$ cat src/rtl/div_request_sequencer.sv
// div_request_sequencer: accepts one divide request at a time, screens out
// divide-by-zero and quotient overflow locally, otherwise drives a start pulse
// to an external multi-cycle divider and waits (bounded by TIMEOUT) for done.
// The result is held on the output until the consumer takes it.
//
// Ports:
//   clk, rst                       clock, async active-high reset
//   in_valid/in_ready              request handshake (ready only in IDLE)
//   in_dividend[11:0], in_divisor[5:0]   request operands
//   div_start, div_dividend, div_divisor  divider command (operands held)
//   div_done, div_quotient, div_rem      divider completion and result
//   out_valid/out_ready            result handshake (valid only in HOLD)
//   out_quotient, out_rem, out_err result; err 00 ok, 01 div0, 10 ovf, 11 timeout
//   busy                           FSM is not in IDLE
//
// Latency: 1 cycle for locally detected errors, ISSUE + WAIT cycles otherwise.
// Backpressure: result held in HOLD until out_ready; no new request accepted
// until the FSM is back in IDLE.
module div_request_sequencer #(
  parameter int unsigned TIMEOUT = 32  // legal range 16..255
) (
  input  logic        clk,
  input  logic        rst,
  input  logic        in_valid,
  output logic        in_ready,
  input  logic [11:0] in_dividend,
  input  logic [5:0]  in_divisor,
  output logic        div_start,
  output logic [11:0] div_dividend,
  output logic [5:0]  div_divisor,
  input  logic        div_done,
  input  logic [5:0]  div_quotient,
  input  logic [6:0]  div_rem,
  output logic        out_valid,
  input  logic        out_ready,
  output logic [5:0]  out_quotient,
  output logic [6:0]  out_rem,
  output logic [1:0]  out_err,
  output logic        busy
);

  typedef enum logic [1:0] {
    ST_IDLE  = 2'd0,
    ST_ISSUE = 2'd1,
    ST_WAIT  = 2'd2,
    ST_HOLD  = 2'd3
  } state_t;

  localparam logic [1:0] ERR_OK   = 2'b00;
  localparam logic [1:0] ERR_DIV0 = 2'b01;
  localparam logic [1:0] ERR_OVF  = 2'b10;
  localparam logic [1:0] ERR_TMO  = 2'b11;

  // Last counter value allowed in WAIT; counter reads 0 in the first WAIT cycle,
  // so the FSM spends at most TIMEOUT cycles in WAIT.
  localparam logic [7:0] WAIT_LAST = 8'(TIMEOUT - 1);

  state_t      state_q, state_d;
  logic [11:0] dividend_q, dividend_d;
  logic [5:0]  divisor_q, divisor_d;
  logic [5:0]  quot_q, quot_d;
  logic [6:0]  rem_q, rem_d;
  logic [1:0]  err_q, err_d;
  logic [7:0]  cnt_q, cnt_d;

  always_comb begin
    state_d    = state_q;
    dividend_d = dividend_q;
    divisor_d  = divisor_q;
    quot_d     = quot_q;
    rem_d      = rem_q;
    err_d      = err_q;
    cnt_d      = cnt_q;

    case (state_q)
      ST_IDLE: begin
        if (in_valid) begin
          dividend_d = in_dividend;
          divisor_d  = in_divisor;
          if (in_divisor == 6'd0) begin
            state_d = ST_HOLD;
            err_d   = ERR_DIV0;
            quot_d  = 6'h3F;
            rem_d   = 7'd0;
          end else if (in_dividend[11:6] >= in_divisor) begin
            // Quotient would not fit in 6 bits.
            state_d = ST_HOLD;
            err_d   = ERR_OVF;
            quot_d  = 6'h3F;
            rem_d   = 7'd0;
          end else begin
            state_d = ST_ISSUE;
          end
        end
      end

      ST_ISSUE: begin
        state_d = ST_WAIT;
        cnt_d   = 8'd0;
      end

      ST_WAIT: begin
        cnt_d = cnt_q + 8'd1;
        // done takes priority over a coincident timeout.
        if (div_done) begin
          state_d = ST_HOLD;
          err_d   = ERR_OK;
          quot_d  = div_quotient;
          rem_d   = div_rem;
        end else if (cnt_q == WAIT_LAST) begin
          state_d = ST_HOLD;
          err_d   = ERR_TMO;
          quot_d  = 6'h3F;
          rem_d   = 7'd0;
        end
      end

      ST_HOLD: begin
        if (out_ready) begin
          state_d = ST_IDLE;
        end
      end

      default: begin
        state_d = ST_IDLE;
      end
    endcase
  end

  always_ff @(posedge clk or posedge rst) begin
    if (rst) begin
      state_q    <= ST_IDLE;
      dividend_q <= 12'd0;
      divisor_q  <= 6'd0;
      quot_q     <= 6'd0;
      rem_q      <= 7'd0;
      err_q      <= 2'b00;
      cnt_q      <= 8'd0;
    end else begin
      state_q    <= state_d;
      dividend_q <= dividend_d;
      divisor_q  <= divisor_d;
      quot_q     <= quot_d;
      rem_q      <= rem_d;
      err_q      <= err_d;
      cnt_q      <= cnt_d;
    end
  end

  // All outputs come straight from registers.
  assign in_ready     = (state_q == ST_IDLE);
  assign div_start    = (state_q == ST_ISSUE);
  assign div_dividend = dividend_q;
  assign div_divisor  = divisor_q;
  assign out_valid    = (state_q == ST_HOLD);
  assign out_quotient = quot_q;
  assign out_rem      = rem_q;
  assign out_err      = err_q;
  assign busy         = (state_q != ST_IDLE);

endmodule

$ cat config.mk
export PLATFORM = sky130hd
export DESIGN_NAME = div_request_sequencer
export DESIGN_NICKNAME = d
export VERILOG_FILES = /design/src/rtl/div_request_sequencer.sv
export SDC_FILE = /design/constraint.sdc
export NUM_CORES = 1
export LEC_CHECK = 0
export ABC_AREA = 1
export BUFFER_PORTS_ARGS = -buffer_cell sky130_fd_sc_hd__buf_2
export CAP_MARGIN = 20
export CORE_MARGIN = 2
export CORE_UTILIZATION = 35
export CTS_BUF_LIST = sky130_fd_sc_hd__clkbuf_4 sky130_fd_sc_hd__clkbuf_8
export DETAILED_ROUTE_END_ITERATION = 10
export PLACE_DENSITY = 0.59
export SLEW_MARGIN = 10
export SYNTH_ARGS = -nofsm -noshare
export SYNTH_HDL_FRONTEND = slang
export SYNTH_SLANG_ARGS = --single-unit
$ cat constraint.sdc
create_clock -name clk -period 1.8 [get_ports clk]
set_input_delay 0.09 -clock clk [delete_from_list [all_inputs] [get_ports clk]]
set_output_delay 0.09 -clock clk [all_outputs]
set_load 0.1 [all_outputs]
==> results of run 1 <==
-- cell families after synthesis --
kind of cell | after synthesis
compound gates | 13
fa+ha+maj | 11
flops | 43
buf+inv | 42
xor+xnor | 1
mux | 12
simple gates | 135
-- area by class of cell --
class	count	area [µm²]	area share, %
clock buffers	5	68.82	2.370
clock inverters	3	43.79	1.508
inverters	34	140.1	4.825
multi-input cells	172	1013	34.90
flip-flops and latches	43	1076	37.05
well taps	77	96.34	3.318
repair buffers	84	465.4	16.03
-- how the worst min path moves through the flow --
stage	cells past startpoint	slack, ns	to	start
floorplan	1	0.24	div_dividend[0]$_DFFE_PP0P_	in_dividend[0]
global placement	3	0.26	div_dividend[4]$_DFFE_PP0P_	rst
detailed placement	3	0.26	div_dividend[4]$_DFFE_PP0P_	rst
CTS	2	0.007	div_dividend[2]$_DFFE_PP0P_	in_dividend[2]
global route	2	0.01	div_dividend[2]$_DFFE_PP0P_	in_dividend[2]
finish	2	0.02	div_dividend[2]$_DFFE_PP0P_	in_dividend[2]
-- stage by stage --
step	cell area (µm²)	std cells	setup TNS, ns	utilization [%]	worst slack, ns
floorplan	2268	257	-0.1783	-	-0.01783
global placement	2733	404	0	43.53	0.1046
detailed placement	2733	404	0	43.53	0.04088
CTS	2855	413	0	45.49	0.04212
global route	2904	418	0	46.26	0.03993
finish	2904	418	0	46.26	0.2097
-- per-layer routing --
| layer | routed length (µm) | up-vias |
|---|---|---|
| met5 | 0 | - |
| met4 | 74 | 0 |
| met3 | 246 | 8 |
| met2 | 2224 | 48 |
| met1 | 2198 | 877 |
| li1 | - | 974 |
-- timing repair --
item | CTS | global route
endpoints found under the setup margin | 0 | 15
gates resized for setup | 0 | 2
hold buffers | 1 | 0
buffers inserted | 0 | 5
endpoints found under the hold margin | 43 | 0
-- worst max-delay path, cell delays in order, from the launching register on --
cell     delay [ns]
dfrtp_1        0.43
inv_2          0.10
ha_4           0.22
buf_2          0.45
-- flip-flops by register name (all words and copies together), names as in the netlist --
signal        cells
out_err           2
div_divisor       6
cnt_q             8
out_rem           7
div_dividend     12
state_q           2
out_quotient      6
-- placed cells by master, fill, tap and decap left out --
master	netlist	routed
inv_12	0	1
ha_1	11	9
clkbuf_8	0	5
nor3_1	3	3
nand3_1	20	20
buf_12	0	1
nand4_1	2	2
inv_1	30	27
o21ai_0	12	12
dlygate4sd3_1	0	1
clkinv_2	0	1
nand3_2	1	1
a21oi_1	1	1
or2_4	1	1
nand2_1	59	59
ha_4	0	1
nor3b_1	4	4
nor2_1	24	24
bufinv_16	0	1
buf_4	1	10
dfrtp_1	43	43
clkinv_4	0	1
or2_2	6	6
inv_2	4	6
nor2_8	1	1
xor2_1	1	1
buf_2	4	72
nor2_2	1	1
nand2_8	0	1
nand2_4	2	1
nand2_2	11	11
ha_2	0	1
mux2_2	12	12
==> impl_metrics.env, run 1 <==
export IMPL_outcome="complete, no violations"
export IMPL_num_vias=1907
export IMPL_tightestPinTransition_ns=0.5568
export IMPL_ff2ff_setup_slack_ns=0.24
export IMPL_grtUsageMet3_pct=3.264
export IMPL_yosys_cell_types_count=25
export IMPL_routedWlPerCell_um=11.35
export IMPL_clkSinkCount=43
export IMPL_dr_first_iter_drc_count=61
export IMPL_antenna_found_initial=0
export IMPL_drtPass1Iterations=4
export IMPL_synth_edff_count=0
export IMPL_report_final_hold_viol_count=0
export IMPL_synth_area_leaders="dfrtp_1, nand2_1, ha_1, mux2_2, inv_1"
export IMPL_n_antenna_cell=0
export IMPL_grt_util_all_layers_pct=14.50
export IMPL_place_gp_congestion=0.7533
export IMPL_yosysWarnings=0
export IMPL_period_share_pct=88.35
export IMPL_grt_pass1_wl_um=8307
export IMPL_yosysTopAreaCell="dfrtp_1"
export IMPL_async_flop_share_pct=100.0
export IMPL_grt_pass1_vias=1833
export IMPL_core_area_um2=6277
export IMPL_cts_buffer_depth=2
export IMPL_grt_max_degree=44
export IMPL_worstReg2RegStart="state_q[0]$_DFFE_PP0P_"
export IMPL_hold_path_class="primary input to flop"
export IMPL_synth_seq_area_share_pct=48.04
export IMPL_synth_area_um2=2240
export IMPL_nNetsFinal=387
export IMPL_synth_area_per_cell_um2=8.715
export IMPL_crit_type="flop to primary output"
export IMPL_rows=29
export IMPL_fmax_ghz=0.6288
export IMPL_crit_end="in_ready"
export IMPL_synth_xor_area_share_pct=0.3911
export IMPL_via_per_inst=4.562
export IMPL_syn_inst=257
export IMPL_synth_top_area_share_pct=48.04
export IMPL_fp_dieH_um=84.00
export IMPL_fillers=627
export IMPL_synthSimpleGateAreaFrac_pct=28.72
export IMPL_clock_latency_ns=0.30
export IMPL_finalClockSkew_ns=0.007574
export IMPL_overflow=0
export IMPL_rsz0062_at_grt="false"
export IMPL_synth_fa_ha_area_share_pct=6.145
export IMPL_synth_compound_area_share_pct=2.905
export IMPL_ios=73
export IMPL_ant_nets=0
export IMPL_wl_um=4744
export IMPL_clkTransAtPathRegs_ns=0.09
export IMPL_hpwl_um=3518
export IMPL_grtUsageMet1_pct=18.51
export IMPL_worst_ep_arrival_time_ns=1.50
export IMPL_setup_violations=0
export IMPL_maxSlewViolCount=0
export IMPL_end_kind="primary output"
export IMPL_cts_inserted_buffers=5
export IMPL_syn_nets=304
export IMPL_use_met2_pct=24.29
export IMPL_drv_cap=0
export IMPL_crit_fanout=6
export IMPL_drive_gt1_share_pct=39.59
export IMPL_relSlewSlack_pct=62.88
export IMPL_htreeDepth=2
export IMPL_synthToLayoutAreaGrowth_pct=29.67
export IMPL_remaining_drc_errors=0
export IMPL_synth_top_family_by_area="simple AND/OR/NAND/NOR gates"
export IMPL_cts_root_buf="clkbuf_8"
export IMPL_worstRegToRegCells=10
export IMPL_final_min_clock_period_ns=1.590
export IMPL_start_kind="flop"
export IMPL_synthTopCellsByCount="nand2_1, dfrtp_1, inv_1"
export IMPL_grt_busiest_layer="met2"
export IMPL_synthMuxAreaShare_pct=6.034
export IMPL_synth_most_common_cell="nand2_1"
export IMPL_worstPathRequired_ns=1.71
export IMPL_r2r_end="out_quotient[2]$_DFFE_PP0P_"
export IMPL_tritoncts="built"
export IMPL_io_buffers=72
export IMPL_dieArea_um2=7055
export IMPL_ys_seq_elements=43
export IMPL_synth_main_ff_cell="dfrtp_1"
export IMPL_fin_hold_ws_ns=0.01893
export IMPL_initial_core_util_pct=35.68
export IMPL_crit_start="state_q[1]$_DFFE_PP0P_"
export IMPL_die_w_um=84.00
Power of run 1 is left out: the tool's default activity adds up to more than one toggle a clock period on the data nets, which glitch-free logic cannot reach.
==> run 2, diff against run 1 <==
--- a/config.mk
+++ b/config.mk
@@ -15,3 +15,4 @@
 export PLACE_DENSITY = 0.59
-export SLEW_MARGIN = 10
+export SETUP_SLACK_MARGIN = 0.2
+export SLEW_MARGIN = 20
 export SYNTH_ARGS = -nofsm -noshare
==> constraint.sdc (replaced) <==
create_clock -name clk -period 1.8 [get_ports clk]
set_input_delay 0.18 -clock clk [delete_from_list [all_inputs] [get_ports clk]]
set_output_delay 0.18 -clock clk [all_outputs]
set_load 0.1 [all_outputs]
==> run 2 against run 1 <==
  * Core utilization increased by 1.2 points
  * Non-clock buffer count unchanged
  * Clock-buffer cell count is the same
  * Largest cell class unchanged
  * Critical path type unchanged
  * Via count did not move
  * Highest routed layer unchanged
  * Worst hold slack lost 0.025 ns
  * Wire length is 4.4% higher
  * The flow now finishes with violations (negative hold slack)
  * Final area up 2.6%
==> impl_metrics.env, run 2 (synthesis gave the netlist of run 1 again) <==
export IMPL_nNetsFinal=388
export IMPL_cts_root_buf="clkbuf_8"
export IMPL_die_w_um=84.00
export IMPL_fp_dieH_um=84.00
export IMPL_rows=29
export IMPL_core_area_um2=6277
export IMPL_period_share_pct=87.51
export IMPL_cts_inserted_buffers=5
export IMPL_worst_ep_arrival_time_ns=1.40
export IMPL_grt_max_degree=44
export IMPL_remaining_drc_errors=0
export IMPL_grt_util_all_layers_pct=14.47
export IMPL_rsz0062_at_grt="true"
export IMPL_tritoncts="built"
export IMPL_htreeDepth=2
export IMPL_fin_hold_ws_ns=-0.006477
export IMPL_ios=73
export IMPL_ant_nets=0
export IMPL_final_min_clock_period_ns=1.575
export IMPL_crit_fanout=6
export IMPL_num_vias=1907
export IMPL_ff2ff_setup_slack_ns=0.23
export IMPL_clock_latency_ns=0.30
export IMPL_report_final_hold_viol_count=3
export IMPL_crit_type="flop to primary output"
export IMPL_drv_cap=0
export IMPL_worstPathRequired_ns=1.62
export IMPL_largest_register_ffs=12
export IMPL_setup_violations=0
export IMPL_dieArea_um2=7055
export IMPL_layout_commonest_cell="buf_2"
export IMPL_hpwl_um=3518
export IMPL_worstRegToRegCells=8
export IMPL_fmax_ghz=0.6348
export IMPL_cts_buffer_depth=2
export IMPL_drive_gt1_share_pct=42.69
export IMPL_end_kind="primary output"
export IMPL_grt_pass1_vias=1845
export IMPL_grt_pass1_wl_um=8335
export IMPL_final_cells=419
export IMPL_dr_first_iter_drc_count=76
export IMPL_r2r_end="out_quotient[4]$_DFFE_PP0P_"
export IMPL_n_antenna_cell=0
export IMPL_place_gp_congestion=0.7533
export IMPL_layout_common_cells="buf_2, nand2_1, dfrtp_1"
export IMPL_violations="negative hold slack"
export IMPL_crit_start="state_q[1]$_DFFE_PP0P_"
export IMPL_routedWlPerCell_um=11.82
export IMPL_antenna_found_initial=0
export IMPL_outcome="complete, but fails checks"
export IMPL_tightestPinTransition_ns=0.5590
export IMPL_wl_um=4952
export IMPL_start_kind="flop"
export IMPL_via_per_inst=4.551
export IMPL_synthToLayoutAreaGrowth_pct=33.02
export IMPL_maxSlewViolCount=0
export IMPL_initial_core_util_pct=35.68
export IMPL_relSlewSlack_pct=62.73
export IMPL_drtPass1Iterations=4
export IMPL_hold_path_class="primary input to asynchronous set/reset pin"
export IMPL_clkSinkCount=43
export IMPL_io_buffers=72
export IMPL_dp_cells=404
export IMPL_worstReg2RegStart="state_q[1]$_DFFE_PP0P_"
export IMPL_clkTransAtPathRegs_ns=0.09
export IMPL_finalClockSkew_ns=0.008096
export IMPL_overflow=0
run 2: worst max-delay path, stage by stage (launching register included):
cell,delay [ns]
dfrtp_2,0.45
inv_2,0.10
ha_4,0.23
buf_4,0.32
run 2: per-stage QoR:
stage	utilization (%)	setup TNS, ns	setup slack, ns	instance area [µm²]
6_report	47.46	0	0.2247	2979
5_1_grt	47.46	0	0.1557	2979
4_1_cts	45.94	0	0.1584	2884
3_5_place_dp	43.53	0	0.04088	2733
3_3_place_gp	43.53	0	0.1046	2733
2_1_floorplan	-	-0.1783	-0.01783	2268
run 2: layout make-up:
cell class              count  area (µm²)
inverters                  34       140.1
well taps                  77       96.34
clock buffers               5       68.82
repair buffers             84       490.5
flip-flops and latches     43        1077
multi-input cells         173        1062
clock inverters             3       43.79
fillers                   618        3298
run 2: how the worst max path moves through the flow:
stage,endpoint
2_1_floorplan,out_err[0]$_DFFE_PP0P_
3_3_place_gp,out_quotient[3]$_DFFE_PP0P_
3_5_place_dp,out_quotient[3]$_DFFE_PP0P_
4_1_cts,out_rem[3]$_DFFE_PP0P_
5_1_grt,out_rem[0]$_DFFE_PP0P_
6_report,in_ready
run 2: repair_timing:
action | 4_1_cts | 5_1_grt
pin swaps | 1 | 5
hold buffers | 0 | 0
buffers inserted | 3 | 3
gates cloned | 0 | 1
endpoints found under the setup margin | 17 | 20
hold endpoints to repair | 0 | 0
resized for setup | 4 | 14
run 2: layer usage:
| layer | GRT usage, % | vias to the layer above | wire length (µm) |
|---|---|---|---|
| met5 | 0 | - | 0 |
| met4 | 4.839 | 0 | 29 |
| met3 | 3.264 | 5 | 237 |
| met2 | 24.22 | 46 | 2399 |
| met1 | 18.50 | 882 | 2285 |
| li1 | - | 974 | - |
Power of run 2 is left out for the same reason.
